===== config.mk =====
export PLATFORM = sky130hd
export DESIGN_NAME = fifo_rd_packer
export DESIGN_NICKNAME = d
export VERILOG_FILES = /design/src/rtl/fifo_rd_packer.sv
export SDC_FILE = /design/constraint.sdc
export NUM_CORES = 1
export LEC_CHECK = 0
export CAP_MARGIN = 15
export CORE_MARGIN = 5
export CORE_UTILIZATION = 60
export CTS_BUF_LIST = sky130_fd_sc_hd__clkbuf_2 sky130_fd_sc_hd__clkbuf_4 sky130_fd_sc_hd__clkbuf_8
export DETAILED_ROUTE_END_ITERATION = 6
export DONT_BUFFER_PORTS = 1
export GPL_ROUTABILITY_DRIVEN = 0
export GPL_TIMING_DRIVEN = 1
export HOLD_SLACK_MARGIN = 0.12
export PLACE_DENSITY = 0.83
export SLEW_MARGIN = 20
export SYNTH_ARGS = -nofsm -noshare
export SYNTH_HDL_FRONTEND = slang
export SYNTH_SLANG_ARGS = --single-unit

===== constraint.sdc =====
create_clock -name Clk -period 5.14 [get_ports Clk]
set_input_delay 0.771 -clock Clk [delete_from_list [all_inputs] [get_ports Clk]]
set_output_delay 0.771 -clock Clk [all_outputs]
set_load 0.005 [all_outputs]

===== src/rtl/fifo_rd_packer.sv =====
// Read-side packer for the async FIFO: pops narrow words, captures each one cycle after the pop and packs
// PACK_RATIO of them (first = LSBs) into a registered wide word; read enable drops while the output stalls.
module fifo_rd_packer #(
  parameter int DATA_WIDTH = 4,
  parameter int PACK_RATIO = 4,
  parameter int CNT_WIDTH  = 3
) (
  input  logic                             Clk,
  input  logic                             Reset_n_in,
  input  logic                             Fifo_Empty_in,
  input  logic [DATA_WIDTH-1:0]            Fifo_Data_in,
  output logic                             Fifo_ReadEn_out,
  input  logic                             Flush_in,
  output logic                             Out_Valid_out,
  input  logic                             Out_Ready_in,
  output logic [DATA_WIDTH*PACK_RATIO-1:0] Out_Data_out,
  output logic [CNT_WIDTH-1:0]             Out_Count_out,
  output logic                             Busy_out
);

  localparam logic [CNT_WIDTH-1:0] FULL = CNT_WIDTH'(PACK_RATIO);

  logic [PACK_RATIO-1:0][DATA_WIDTH-1:0] acc;
  logic [CNT_WIDTH-1:0]                  fill;
  logic [CNT_WIDTH-1:0]                  eff;
  logic                                  rd_pend;
  logic                                  flush_pend;
  logic                                  out_free;
  logic                                  xfer;
  logic                                  flush_clr;
  logic                                  pop;
  logic [CNT_WIDTH:0]                    committed;
  logic [DATA_WIDTH*PACK_RATIO-1:0]      xfer_dat;

  always_comb begin
    out_free  = ~Out_Valid_out | Out_Ready_in;
    xfer      = out_free & ((fill == FULL) | (flush_pend & ~rd_pend & (fill != '0)));
    eff       = xfer ? '0 : fill;
    // Slots already filled plus the word still in flight must leave room for one more pop
    committed = {1'b0, eff} + {{CNT_WIDTH{1'b0}}, rd_pend};
    Fifo_ReadEn_out = Reset_n_in & ~Fifo_Empty_in & ~flush_pend & (committed < {1'b0, FULL});
    pop       = Fifo_ReadEn_out & ~Fifo_Empty_in;
    flush_clr = flush_pend & (xfer | ((fill == '0) & ~rd_pend));
    Busy_out  = (fill != '0) | rd_pend | Out_Valid_out | flush_pend;
  end

  // Slots beyond the fill level are zeroed so a partial word never carries stale data
  always_comb begin
    xfer_dat = '0;
    for (int k = 0; k < PACK_RATIO; k++) begin
      if (CNT_WIDTH'(k) < fill) xfer_dat[k*DATA_WIDTH +: DATA_WIDTH] = acc[k];
    end
  end

  always_ff @(posedge Clk or negedge Reset_n_in) begin
    if (!Reset_n_in) begin
      acc           <= '0;
      fill          <= '0;
      rd_pend       <= 1'b0;
      flush_pend    <= 1'b0;
      Out_Valid_out <= 1'b0;
      Out_Data_out  <= '0;
      Out_Count_out <= '0;
    end else begin
      rd_pend <= pop;
      fill    <= eff + CNT_WIDTH'(rd_pend);
      for (int k = 0; k < PACK_RATIO; k++) begin
        if (rd_pend && (eff == CNT_WIDTH'(k))) acc[k] <= Fifo_Data_in;
      end
      if (flush_pend) flush_pend <= ~flush_clr;
      else            flush_pend <= Flush_in;
      if (xfer) begin
        Out_Valid_out <= 1'b1;
        Out_Data_out  <= xfer_dat;
        Out_Count_out <= fill;
      end else if (Out_Ready_in) begin
        Out_Valid_out <= 1'b0;
      end
    end
  end

endmodule


==> metrics, run 1 <==
status=finished clean; Clock Sinks=41; leakage=0.819 nW; chip width=64.5 µm; Num CTS Buffers=5; GRT overflow=0; Resize count post-CTS=0; H-Tree Depth=2; final hold vios=0; maxcap violations=0; mean area per synthesized cell=13.5 µm²; sequence of cells on the critical path=nor2b_1 > o211ai_4 > and2_1 > ha_1 > a21oi_1 > o211a_1; peak supply drop=285 µV; worst hold path type=in -> async; RSZ-0062 raised after global routing=false; TritonCTS clock tree=yes; slowest stage cell, crit path=dfrtp_1; drt wl/cell=20.1 µm; Ports=31; Ys Warns=0; TritonRoute pass-1 iters=4; Cells after Synth=132; Die ar.=4150 µm²; post-synth cell types=34; Async SR Flop Fraction=100%; clock-pin slew on the worst setup and hold paths=0.12 ns; number of flops mapped to enable cells by yosys=0; CP delay by family, top=simple AND/OR/NAND/NOR gates; initial antenna violation count=0; DP HPWL=2310 µm; setup bufs post-CTS=0; sequential-to-total area share from yosys stat=57.7%; worst-path maximum fanout=15; largest net degree at the start of global routing=42; Crit. End Element=primary output; I/O Buffers=0; vias=1,070; Clock Path Buffers=2; Rel. slew slack=63.9%; # DRC=0; most frequent cells in the layout=dfrtp_1, mux2_2, clkbuf_4; Final Cycle Share=62.0%; Die H=64.5 µm; final setup vio count=0; total power=1.07 mW; CP Launch Type=register; worst path buffer plus inverter count=0; Period minus WS final=3.19 ns; WL final=3340 µm; clock root buffer master=clkbuf_4; Worst Path Arrival=2.42 ns; synthesis-stage register bit count=41; Mapped Nets=142; first-pass GRT wire length=5720 µm; Max Clock Skew=0.00882 ns; power per cell area=576 nW/µm²; setup TNS=0 ns; synthesized area=1780 µm²; Fmax=314 MHz; WS Path Type=reg -> out; DR vias/cell=6.45; Global Route Usage Sum=18.3%; vias in the first global route=1,106; max incr delay on CP=0.49 ns; Final #Nets=144; 1st-iter DRT viols=92; synth-to-layout area growth=4.50%; share of post-route cells with drive strength above 1=27.4%; Final Slew Violations=0; Worst-Margin Slew=0.541 ns; ANT nets after route=0; Top FF cell, synth=dfrtp_1; Critical Path RT=4.37 ns; later-pin clock latency in the skew report=0.35 ns; CORE AREA=2810 µm²; commonest non-fill, non-tap cell in the layout=dfrtp_1; Ant. Diodes=0; starting density of the core=63.4%; Core Rows=19
through the flow:
step | utilization, % | setup slack (ns) | instance area (µm²) | hold WS [ns] | cells
after floorplan | - | 2.46 | 1780 | 0.452 | 132
after global placement | 63.6 | 2.16 | 1780 | 0.468 | 157
after detailed placement | 63.6 | 2.10 | 1780 | 0.475 | 157
after CTS | 66.3 | 1.95 | 1860 | 0.242 | 166
after global routing | 66.3 | 1.77 | 1860 | 0.232 | 166
final | 66.3 | 1.95 | 1860 | 0.251 | 166
synthesized netlist by cell type (all sizes together) (3+ instances only):
| cell type | count | area, µm² |
|---|---|---|
| o211ai | 3 | 36.3 |
| buf | 4 | 26.3 |
| a22o | 4 | 35.0 |
| o211a | 3 | 30.0 |
| inv | 5 | 18.8 |
| nand3 | 5 | 25.0 |
| a32o | 4 | 40.0 |
| mux2 | 22 | 248 |
| dfrtp | 41 | 1030 |
| nor2 | 5 | 21.3 |
| o221ai | 4 | 35.0 |
| nand4 | 5 | 31.3 |
worst register-to-register path: stages, from the launching register on:
cell	delay, ns
dfrtp_1	0.58
or3_4	0.49
o211ai_4	0.23
and2_1	0.21
ha_1	0.20
a21oi_1	0.10
o211a_1	0.23
registers in the layout (all words and copies together), names as in the netlist:
register	flops
Out_Count_out	3
acc	16
fill	3
rd_pend	1
Out_Data_out	16
Out_Valid_out	1
flush_pend	1
what timing repair did:
item,in CTS,in global routing
setup endpoints to repair,0,0
hold buffers,1,0
hold endpoints to repair,41,0
cells by family after synthesis:
logic type / share of synthesized area, %
buffers and inverters: 2.95
AOI/OAI and AO/OA: 13.8
adders and majority gates: 0.703
and+or+nand+nor: 9.99
xor gates and xnor gates: 0.985
muxes: 13.9
DFF: 57.7
path summary, 6_finish.rpt:
check / start / to / slack (ns) / cells after the start
hold reg to reg: acc[3] / Out_Data_out[3] / 0.50 / 1
min in group Clk: acc[3] / Out_Data_out[3] / 0.50 / 1
setup / recovery: rd_pend / Fifo_ReadEn_out / 1.95 / 6
setup reg to reg: fill[2] / rd_pend / 3.02 / 6
max in group asynchronous: Reset_n_in / Out_Data_out[0] / 4.70 / 1
hold / removal: Reset_n_in / Out_Data_out[12] / 0.25 / 1
area by class of cell:
cell class,count,area [µm²]
sequential,41,1030
fill,217,946
multi-input combinational,80,701
clock buffer,6,45.0
tap,31,38.8
timing repair buffer,1,20.0
inverter,5,18.8
clock inverter,2,10.0
layer usage:
metal  part of all wire, %  GRT usage, %
met1                    42          23.2
met2                    47          27.3
met3                   9.6          8.46
met4                   1.6          7.12
met5                     0             0
report_power, final:
| part | internal (mW) | total [mW] | switching, mW |
|---|---|---|---|
| Combinational | 0.176 | 0.360 | 0.184 |
| Clock | 0.0574 | 0.156 | 0.0983 |
| Sequential | 0.448 | 0.555 | 0.107 |
(Power assumes the default switching activity.)
==> inputs of run 2 (changes only) <==
--- a/config.mk
+++ b/config.mk
@@ -7,7 +7,7 @@
 export LEC_CHECK = 0
 export CAP_MARGIN = 15
 export CORE_MARGIN = 5
-export CORE_UTILIZATION = 60
+export CORE_UTILIZATION = 58
 export CTS_BUF_LIST = sky130_fd_sc_hd__clkbuf_2 sky130_fd_sc_hd__clkbuf_4 sky130_fd_sc_hd__clkbuf_8
 export DETAILED_ROUTE_END_ITERATION = 6
 export DONT_BUFFER_PORTS = 1
==> constraint.sdc (replaced) <==
create_clock -name Clk -period 2.8 [get_ports Clk]
set_input_delay 0.42 -clock Clk [delete_from_list [all_inputs] [get_ports Clk]]
set_output_delay 0.42 -clock Clk [all_outputs]
set_load 0.005 [all_outputs]
==> run 2 against run 1 <==
Effect of this change: final area rose by 2.3%; die area up 2.9%; global-route usage is essentially flat; sequential power up 82%; first-iteration DRC count is 5.4% higher; flip-flop and latch count is the same; utilization is 2.9 points lower; critical path depth did not move; setup slack got worse by 1.8 ns; largest cell class unchanged.
==> metrics, run 2 (synthesized netlist as in run 1, its figures left out) <==
maxcap violations=0 (unchanged); reg2reg start=rd_pend (was fill[2]); # DRC=0 (unchanged); Place WS=0.565 ns (was 2.10 ns); chip width=65.4 µm (was 64.5 µm); Core Rows=20 (was 19); total power=2.04 mW (was 1.07 mW); share of post-route cells with drive strength above 1=28.3% (was 27.4%); 1st-iter DRT viols=97 (was 92); worst hold path type=in -> reg (was in -> async); vias in the first global route=1,172 (was 1,106); final core occ=63.3% (was 66.3%); DP Area=1800 µm² (was 1780 µm²); worst reg2reg setup slack=0.87 ns (was 3.02 ns); power per cell area=1070 nW/µm² (was 576 nW/µm²); largest net degree at the start of global routing=42 (unchanged); RR Endpoint=rd_pend (unchanged); Num CTS Buffers=5 (unchanged); Crit. End Element=primary output (unchanged); Critical Path RT=2.38 ns (was 4.37 ns); Final Slew Violations=0 (unchanged); crit path from=rd_pend (unchanged); worst-path maximum fanout=8 (was 15); Layout fillers=235 (was 217); peak supply drop=557 µV (was 285 µV); leakage=0.839 nW (was 0.819 nW); Worst Path Arrival=2.22 ns (was 2.42 ns); Period minus WS final=2.64 ns; fin worst setup slack=0.157 ns (was 1.95 ns); Worst-Margin Slew=0.580 ns (was 0.541 ns); Ant. Diodes=0 (unchanged); WL final=3500 µm (was 3340 µm); reg2reg path depth=6 (unchanged); Die H=65.4 µm (was 64.5 µm); Max Clock Skew=0.00354 ns (was 0.00882 ns); Clock Path Buffers=2 (unchanged); first-pass GRT wire length=5720 µm (unchanged); most frequent cells in the layout=dfrtp_1, mux2_2 (was dfrtp_1, mux2_2, clkbuf_4); ANT nets after route=0 (unchanged); Fmax=378 MHz; Final #Nets=147 (was 144); clock root buffer master=clkbuf_4 (unchanged); Global Route Usage Sum=18.3% (about the same); footprint of the multi-input gates=701 µm² (unchanged); CP Launch Type=register (unchanged); Die ar.=4280 µm² (was 4150 µm²); GRT overflow=0 (unchanged); RSZ-0062 raised after global routing=false (unchanged); vias=1,126 (was 1,070); setup TNS=0 ns (unchanged); Placed Cells=161 (was 157); initial antenna violation count=0 (unchanged); starting density of the core=59.2% (was 63.4%); Clock Sinks=41 (unchanged); Setup crit end=Fifo_ReadEn_out (unchanged); synth-to-layout area growth=6.89% (was 4.50%); TritonCTS clock tree=yes (unchanged); setup bufs post-CTS=0 (unchanged); Design Area, Final=1900 µm² (was 1860 µm²); WHS=0.210 ns (was 0.251 ns); post-route insts no fill=171 (was 166); I/O Buffers=0 (unchanged); later-pin clock latency in the skew report=0.33 ns (was 0.35 ns); Top Registers=Out_Data_out x16, acc x16 (unchanged); register area=1030 µm² (unchanged); TritonRoute pass-1 iters=4 (unchanged); Ports=31 (unchanged); clock-pin slew on the worst setup and hold paths=0.11 ns (was 0.12 ns); DP HPWL=2470 µm (was 2310 µm); status=finished clean (unchanged); final setup vio count=0 (unchanged); H-Tree Depth=2 (unchanged); drt wl/cell=20.5 µm (was 20.1 µm); CORE AREA=3000 µm² (was 2810 µm²); Rel. slew slack=61.3% (was 63.9%); DR vias/cell=6.58 (was 6.45); final hold vios=0 (unchanged); commonest non-fill, non-tap cell in the layout=dfrtp_1 (unchanged); WS Path Type=reg -> out (unchanged); Final Cycle Share=94.4%
[run 2: layout make-up]
class,count,area share [%]
flip-flops and latches,41,53.9
multi-input cells,80,36.8
well taps,33,2.17
clock inverters,1,0.263
clock buffers,7,3.42
inverters,5,0.987
repair buffers,4,2.37
[run 2: worst max-delay path, stage by stage, from the launching register on]
cell      delay [ns]
dfrtp_1         0.48
nor2b_1         0.50
o211ai_4        0.11
and2_1          0.19
ha_1            0.22
a21oi_1         0.21
o211a_1         0.19
[run 2: metal layers]
layer	track usage, %	wire length (µm)	vias to the layer above
li1	-	-	504
met1	21.1	1420	575
met2	30.5	1720	40
met3	6.67	291	7
met4	7.77	57	0
met5	0	0	-
[run 2: power by group]
group | switching (mW) | total, mW | internal (mW)
registers | 0.191 | 1.01 | 0.822
logic | 0.366 | 0.706 | 0.340
clock network | 0.176 | 0.322 | 0.146
total | 0.732 | 2.04 | 1.31
[run 2: what timing repair did]
| action | 4_1_cts | 5_1_grt |
|---|---|---|
| hold buffers | 2 | 0 |
| endpoints found under the hold margin | 41 | 0 |
| resized for setup | 0 | 0 |
[run 2: worst min path at each step]
| stage | to | from | slack (ns) | cells past startpoint |
|---|---|---|---|---|
| 2_1_floorplan | Out_Count_out[0] | Reset_n_in | 0.12 | 0 |
| 3_3_place_gp | Out_Count_out[0] | Reset_n_in | 0.13 | 0 |
| 3_5_place_dp | Out_Count_out[1] | Reset_n_in | 0.13 | 0 |
| 4_1_cts | rd_pend | Reset_n_in | 0.20 | 1 |
| 5_1_grt | rd_pend | Reset_n_in | 0.18 | 1 |
| 6_report | rd_pend | Reset_n_in | 0.21 | 1 |
==> inputs of run 3 (changes only) <==
--- a/config.mk
+++ b/config.mk
@@ -13,7 +13,6 @@
 export DONT_BUFFER_PORTS = 1
 export GPL_ROUTABILITY_DRIVEN = 0
 export GPL_TIMING_DRIVEN = 1
-export HOLD_SLACK_MARGIN = 0.12
 export PLACE_DENSITY = 0.83
 export SLEW_MARGIN = 20
 export SYNTH_ARGS = -nofsm -noshare
==> results of run 3 <==
Final layout, timing and power as in run 2 (identical DEF).
